==> config.mk <==
export PLATFORM = sky130hd
export DESIGN_NAME = mem_port_arbiter
export DESIGN_NICKNAME = d
export VERILOG_FILES = /design/src/rtl/mem_pkg.sv /design/src/rtl/mem_arb_sel.sv /design/src/rtl/mem_port_arbiter.sv
export SDC_FILE = /design/constraint.sdc
export NUM_CORES = 1
export LEC_CHECK = 0
export CAP_MARGIN = 10
export CORE_AREA = 2 2 137 139
export DETAILED_ROUTE_END_ITERATION = 8
export DIE_AREA = 0 0 139 141
export GPL_TIMING_DRIVEN = 0
export PLACE_DENSITY = 0.56
export SLEW_MARGIN = 20
export SYNTH_ARGS = -nofsm -noshare
export SYNTH_HDL_FRONTEND = slang
export SYNTH_HIERARCHICAL = 1
export SYNTH_SLANG_ARGS = --single-unit
==> constraint.sdc <==
create_clock -name clk -period 2.6 [get_ports clk]
set_input_delay 0.39 -clock clk [delete_from_list [all_inputs] [get_ports clk]]
set_output_delay 0.39 -clock clk [all_outputs]
set_load 0.1 [all_outputs]
==> src/rtl/mem_pkg.sv <==
// Shared memory-port definitions: requester indices, function/type codes and
// the arbiter state encoding.
package mem_pkg;

    localparam int REQ_IMEM = 0;
    localparam int REQ_DMEM = 1;
    localparam int REQ_HTIF = 2;

    localparam logic M_XRD = 1'b0;
    localparam logic M_XWR = 1'b1;

    // Access types travel through the arbiter untouched.
    localparam logic [2:0] MT_X  = 3'd0;
    localparam logic [2:0] MT_B  = 3'd1;
    localparam logic [2:0] MT_H  = 3'd2;
    localparam logic [2:0] MT_W  = 3'd3;
    localparam logic [2:0] MT_D  = 3'd4;
    localparam logic [2:0] MT_BU = 3'd5;
    localparam logic [2:0] MT_HU = 3'd6;
    localparam logic [2:0] MT_WU = 3'd7;

    typedef enum logic {ARB_IDLE, ARB_WAIT} arb_state_e;

endpackage

==> src/rtl/mem_arb_sel.sv <==
// Combinational priority select: htif > dmem > imem, unless the starvation
// guard forces imem to the front.
import mem_pkg::*;

module mem_arb_sel (
    input  logic [2:0] valid,
    input  logic       force_imem,
    output logic [2:0] grant
);

    always_comb begin
        grant = '0;
        if (valid[REQ_IMEM] && force_imem) begin
            grant[REQ_IMEM] = 1'b1;
        end else if (valid[REQ_HTIF]) begin
            grant[REQ_HTIF] = 1'b1;
        end else if (valid[REQ_DMEM]) begin
            grant[REQ_DMEM] = 1'b1;
        end else if (valid[REQ_IMEM]) begin
            grant[REQ_IMEM] = 1'b1;
        end
    end

endmodule

==> src/rtl/mem_port_arbiter.sv <==
// Shares one memory port between imem, dmem and htif with a single outstanding
// transaction; responses are steered back to the requester that owns it.
import mem_pkg::*;

module mem_port_arbiter #(
    parameter int AW         = 32,
    parameter int DW         = 32,
    parameter int STARVE_LIM = 8
) (
    input  logic            clk,
    input  logic            rst_n,
    input  logic [2:0]      rq_valid,
    output logic [2:0]      rq_ready,
    input  logic [3*AW-1:0] rq_addr,
    input  logic [3*DW-1:0] rq_data,
    input  logic [2:0]      rq_fcn,
    input  logic [8:0]      rq_typ,
    output logic [2:0]      rs_valid,
    output logic [DW-1:0]   rs_data,
    output logic            mem_req_valid,
    input  logic            mem_req_ready,
    output logic [AW-1:0]   mem_req_addr,
    output logic [DW-1:0]   mem_req_data,
    output logic            mem_req_fcn,
    output logic [2:0]      mem_req_typ,
    input  logic            mem_resp_valid,
    input  logic [DW-1:0]   mem_resp_data,
    output logic            busy
);

    localparam int SW = $clog2(STARVE_LIM + 1);

    arb_state_e    state;
    logic [2:0]    owner;
    logic [SW-1:0] starve_cnt;
    logic [2:0]    sel_valid;
    logic [2:0]    grant;
    logic          idle;
    logic          force_imem;
    logic          accept;

    // Gating with rst_n keeps every request-side output low while reset is held.
    assign idle       = rst_n && (state == ARB_IDLE);
    assign sel_valid  = rq_valid & {3{idle}};
    assign force_imem = (starve_cnt == SW'(STARVE_LIM));

    mem_arb_sel u_sel (
        .valid      (sel_valid),
        .force_imem (force_imem),
        .grant      (grant)
    );

    assign mem_req_valid = |sel_valid;
    assign rq_ready      = grant & {3{mem_req_ready}};
    assign accept        = mem_req_valid && mem_req_ready;
    assign busy          = (state == ARB_WAIT);

    always_comb begin
        mem_req_addr = '0;
        mem_req_data = '0;
        mem_req_fcn  = M_XRD;
        mem_req_typ  = MT_X;
        for (int i = 0; i < 3; i++) begin
            if (grant[i]) begin
                mem_req_addr = rq_addr[i*AW +: AW];
                mem_req_data = rq_data[i*DW +: DW];
                mem_req_fcn  = rq_fcn[i];
                mem_req_typ  = rq_typ[i*3 +: 3];
            end
        end
    end

    // A response outside WAIT is a protocol error and is silently dropped.
    always_comb begin
        rs_valid = '0;
        rs_data  = '0;
        if (state == ARB_WAIT && mem_resp_valid) begin
            rs_valid = owner;
            rs_data  = mem_resp_data;
        end
    end

    always_ff @(posedge clk or negedge rst_n) begin
        if (!rst_n) begin
            state      <= ARB_IDLE;
            owner      <= '0;
            starve_cnt <= '0;
        end else begin
            case (state)
                ARB_IDLE: begin
                    if (!rq_valid[REQ_IMEM] || (grant[REQ_IMEM] && mem_req_ready)) begin
                        starve_cnt <= '0;
                    end else if (!grant[REQ_IMEM] && !force_imem) begin
                        starve_cnt <= starve_cnt + 1'b1;
                    end
                    if (accept) begin
                        state <= ARB_WAIT;
                        owner <= grant;
                    end
                end
                ARB_WAIT: begin
                    if (mem_resp_valid) begin
                        state <= ARB_IDLE;
                    end
                end
                default: state <= ARB_IDLE;
            endcase
        end
    end

endmodule

# ---- After elaboration in Yosys (flattened, before gate mapping)
# Cells that the tools add are included.
# W data, S select, Z words.
dict set report totals {
  rom_bits 0
  mem_bits_rw 0
  register_bits 8
  latchBits 0
  n_memories 0
}
dict set report classes {
  div 0
  shifts 0
  n_reduce_logical 14
  n_mux 26
  n_lt_le_gt_ge 0
  bitwise_logic 3
  n_eq_ne 1
  add_sub_neg 1
  n_mul 0
}
# operator n
set ops {}
lappend ops {{$mux W32} 7}
lappend ops {{$mux W3} 4}
lappend ops {{$mux W1} 10}
lappend ops {{$mux W4} 2}
lappend ops {{$and A3 B3 Y3} 2}
lappend ops {{$logic_and A1 B1 Y1} 6}
lappend ops {{$add A4 B1 Y4 const B} 1}
lappend ops {{$eq A4 B4 Y1 const B} 1}
lappend ops {{$mux W2} 2}
lappend ops {{$reduce_and A2 Y1} 2}
lappend ops {{$logic_not A1 Y1} 3}
lappend ops {{$reduce_or A3 Y1} 1}
lappend ops {{$pmux W1 S2} 1}
lappend ops {{$reduce_bool A2 Y1} 1}
lappend ops {{$logic_or A1 B1 Y1} 1}
lappend ops {{$not A1 Y1} 1}

# ---- Longest topological paths before layout
dict set report depth {
  ltp_word 11
  mapped_depth 10
  ltp_nobuf 7
}

# ---- Modules after synthesis
# Netlist, hierarchy kept.
# mod seq_area_each_um2 instances area_per_inst_um2 cells_each
set modules_own_cells {}
lappend modules_own_cells {mem_port_arbiter 200.2 1 1999.4 322}
lappend modules_own_cells {mem_arb_sel 0.0 1 38.8 5}

# ---- Worst setup path before layout
# OpenSTA, ideal clock, no wires.
dict set report synth_path {
  path_kind {flip-flop to output port}
  startpoint {register state (netlist: busy)}
  endpoint {output port mem_req_addr[10]}
  t_arrival_ps 4269
  stages_incl_launch_ff 8
  setup_slack_ps -2059
  t_required_ps 2210
  cell_sequence {dfrtp_1 nor2b_1 and2_1 a211oi_2 buf_2 clkbuf_1 a22oi_1 o21ai_0}
}
dict set report synth_between {
  elab_cells_between_ends 14
}
# item line
set synth_lines {}
lappend synth_lines {{start, declared} mem_port_arbiter.sv:33} ;# arb_state_e state;
lappend synth_lines {{start signal, assigned} mem_port_arbiter.sv:85} ;# state <= ARB_IDLE;
lappend synth_lines {{start signal, assigned} mem_port_arbiter.sv:97} ;# state <= ARB_WAIT;
lappend synth_lines {{start signal, assigned} mem_port_arbiter.sv:103} ;# state <= ARB_IDLE;
lappend synth_lines {{$not A1 Y1 (no line)} --}
lappend synth_lines {{$logic_and A1 B1 Y1} mem_port_arbiter.sv:43} ;# assign idle = rst_n && (state == ARB_IDLE);
lappend synth_lines {{$and A3 B3 Y3} mem_port_arbiter.sv:44} ;# assign sel_valid = rq_valid & {3{idle}};
lappend synth_lines {{via sel_valid[0]} mem_port_arbiter.sv:36} ;# logic [2:0] sel_valid;
lappend synth_lines {{$logic_and A1 B1 Y1} mem_arb_sel.sv:13} ;# if (valid[REQ_IMEM] && force_imem) begin
lappend synth_lines {{$mux W2} mem_arb_sel.sv:13}
lappend synth_lines {{via grant[1]} mem_port_arbiter.sv:37} ;# logic [2:0] grant;
lappend synth_lines {{$mux W32 (2 in a row)} mem_port_arbiter.sv:64} ;# if (grant[i]) begin
lappend synth_lines {{end, declared} mem_port_arbiter.sv:22} ;# output logic [AW-1:0] mem_req_addr,
# The timed path passes the listed nets, and every way through them passes these cells.

# ---- Worst setup path after layout
dict set report layout_path {
  startpoint {register starve_cnt[1]}
  endpoint {output port mem_req_data[5]}
}
dict set report layout_between {
  elab_cells_between_ends 7
}
# item line
set layout_lines {}
lappend layout_lines {{start, declared} mem_port_arbiter.sv:35} ;# logic [SW-1:0] starve_cnt;
lappend layout_lines {{start signal, assigned} mem_port_arbiter.sv:94} ;# starve_cnt <= starve_cnt + 1'b1;
lappend layout_lines {{$eq A4 B4 Y1} mem_port_arbiter.sv:45} ;# assign force_imem = (starve_cnt == SW'(STARVE_LIM));
lappend layout_lines {{via force_imem} mem_port_arbiter.sv:39} ;# logic force_imem;
lappend layout_lines {{$logic_and A1 B1 Y1} mem_arb_sel.sv:13}
lappend layout_lines {{$mux W2} mem_arb_sel.sv:13}
lappend layout_lines {{via grant[1]} mem_port_arbiter.sv:37}
lappend layout_lines {{$mux W32 (2 in a row)} mem_port_arbiter.sv:64}
lappend layout_lines {{end, declared} mem_port_arbiter.sv:23} ;# output logic [DW-1:0] mem_req_data,
# The timed path passes the listed nets, and every way through them passes these cells.

==> metrics.txt <==
status=complete, but fails checks; failing checks=negative setup slack; Detail Placement HPWL=13.7 mm; CTS Buf Count=3; WP buf/inv=6; Routed WL=18.4 mm; f_max=359 MHz; data required time of the worst path=2210 ps; die footprint=19,600 um^2; Leakage=0.00331 uW; synthesized flop and latch total=8; CTS tree=built; share of layout cells above drive strength 1=47.9%; clk_lat worst skew=230 ps; Chip Height=141 um; Top-Level Pins=351; antenna viol nets, final=0; Worst-path clk slew=40 ps; Crit path largest cell delay=360 ps; via-per-instance ratio=4.42; total grt overflow=0; largest net degree at the start of global routing=11; net total in the final layout=975; CP Capture Type=output port; Mean Syn Cell Area=6.23 um^2; initial core utilization=11.2%; pin slew with the least headroom to its limit=1000 ps; H-tree depth=1; Ys Warns=6; Worst path slowest cell=dfrtp_1; Hold Fails Final Rpt=0; slew margin rel.=33.3%; worst setup margin=-183 ps; Post-Place Cells=911; Synth Flop Type=dfrtp_1; Rows=50; pre-CTS setup slack=-2080 ps; fin crit share=107%; Synth Net Count=572; vias in the first global route=4,695; power per standard cell area=377 nW/um^2; Core Util, Final=47.9%; maxcap violations=0; register area share after synthesis=9.82%; clk sinks=8; CP max FO=6; ys async rst share=100%; mapped cell area=2040 um^2; total iterations of the first detailed-routing run=4; CTS hold repair buffers=0; distinct cell type count after synthesis=35; Post-synth EDFFs=0; setup_tns=-5890 ps; Tot GR Track Use=17.2%; # setup viols final=69; worst clock skew=1.50 ps; max-slew violations=0; Root Driver=clkbuf_16; Final Non-Filler Cells=964; DR iter-0 viols=95; HP Class=in2async; multi-input logic area=2810 um^2; Via Count=4,262; Register Area=204 um^2; routability cong.=0.883; RSZ-0062 raised after global routing=true; crit path cell chain=inv_2 > ha_4 > and3b_2 > a211oi_4 > buf_6 > nor2b_4 > buf_12 > buf_6 > buf_12 > a22oi_2 > o21ai_4 > buf_12; core area=18,300 um^2; crit path kind=reg2out; Worst VDD drop=0.225 mV; first-pass GRT wire length=26.9 mm; Period minus WS final=2780 ps; Wirelength per Cell=19.0 um; initial antenna violation count=1; Critical Path AT=2390 ps; startpoint types=register; Layout area overhead=329%; Post-Syn Instances=327; clock buffer depth=2; CP top delay family=buffers and inverters; Layout fillers=1,621; Chip Width=139 um; Top cell by count, worst path=buf_12; IO buf count=350; final routed DRC violation total=0
[worst paths after layout]
kind	startpoint	end	slack, ps	depth (start not counted)
setup / recovery	starve_cnt[1]	mem_req_data[5]	-180	12
hold / removal	rst_n	owner[1]	3	1
setup reg to reg	busy	starve_cnt[1]	580	8
hold reg to reg	owner[1]	owner[1]	500	1
max in group asynchronous	rst_n	busy	2400	1
min in group clk	owner[1]	owner[1]	500	1
[registers in the layout, summed over array words and instances (netlist names)]
register    count
starve_cnt      4
busy            1
owner           3
[through the flow]
stage	hold WS [ps]	instance area [um^2]	total power [uW]
6_report	3.13	8750	3300
3_5_place_dp	484	6700	2430
2_1_floorplan	94.4	2900	1670
4_1_cts	4.10	8710	3290
5_1_grt	18.3	8750	3410
3_3_place_gp	464	6700	2400
[where the power goes]
group	internal (uW)	switching, uW	total (uW)
clock	204	61.8	266
sequential	149	16.2	165
combinational	1220	1650	2870
total	1570	1730	3300
[layer usage]
layer	share of wire, %	routed length, um	track usage (%)	vias to the layer above
li1	-	-	-	2029
met1	40	7260	20.2	2047
met2	55	10000	33.8	178
met3	5.2	946	2.68	8
met4	0.59	109	2.02	0
met5	0	0	0	-
[cell type report]
| class | instances | area share [%] |
|---|---|---|
| timing repair buffer | 401 | 55.4 |
| multi-input combinational | 276 | 32.1 |
| buffer | 34 | 5.59 |
| tap | 234 | 3.35 |
| sequential | 8 | 2.33 |
| clock buffer | 4 | 0.901 |
| inverter | 6 | 0.257 |
| antenna | 1 | 0.0286 |
[logic make-up (layout without fill, tap and decap cells)]
group | count (synthesis) | after routing | share of synthesized area, %
buffers and inverters | 43 | 445 | 10.2
AOI/OAI and AO/OA | 149 | 149 | 47.2
muxes | 5 | 5 | 2.64
adders and majority gates | 2 | 2 | 1.23
other | 0 | 1 | 0
DFF | 8 | 8 | 9.82
and+or+nand+nor | 120 | 120 | 28.9
[repair_timing]
action,CTS,global route
hold endpoints to repair,0,0
gates resized for setup,886,49
pin swaps,25,44
setup buffers,31,12
cloned,11,5
setup endpoints to repair,107,81
[synth_stat cells, types with 2 or more instances]
library cell / instances / area [um^2]
buf_2: 6 / 30.0
inv_1: 6 / 22.5
ha_1: 2 / 25.0
dfrtp_1: 8 / 200
clkbuf_1: 24 / 90.1
and3b_1: 3 / 26.3
o21ai_1: 30 / 150
nor2b_1: 2 / 12.5
a211oi_2: 2 / 25.0
buf_4: 2 / 15.0
buf_6: 4 / 45.0
and3_1: 35 / 219
o21ai_0: 38 / 190
a22oi_1: 67 / 503
and2_1: 6 / 37.5
mux2i_1: 2 / 20.0
nand2_1: 70 / 263
mux2_2: 3 / 33.8
[placed cells by master, fill, tap and decap left out, drive strengths merged, types with 3 or more instances in the layout]
master,synthesis,layout
and3,35,35
nand2,70,70
and2,6,6
nor2b,3,3
buf,12,141
o21ai,68,68
a22oi,67,67
a211oi,3,3
clkdlybuf4s15,0,20
clkdlybuf4s18,0,5
mux2,3,3
clkdlybuf4s50,0,239
and3b,3,3
dlygate4sd2,0,9
inv,6,6
clkbuf,25,25
dfrtp,8,8
[worst register-to-register path, stage by stage (launching register included)]
cell and delay, ps:
dfrtp_4 480, nor2b_4 140, and2_4 190, nor2_2 40, o21a_4 230, buf_4 150, and3b_1 190, a211oi_2 300
mux2i_1 220
Note: power is estimated with default switching activity, not from simulation.
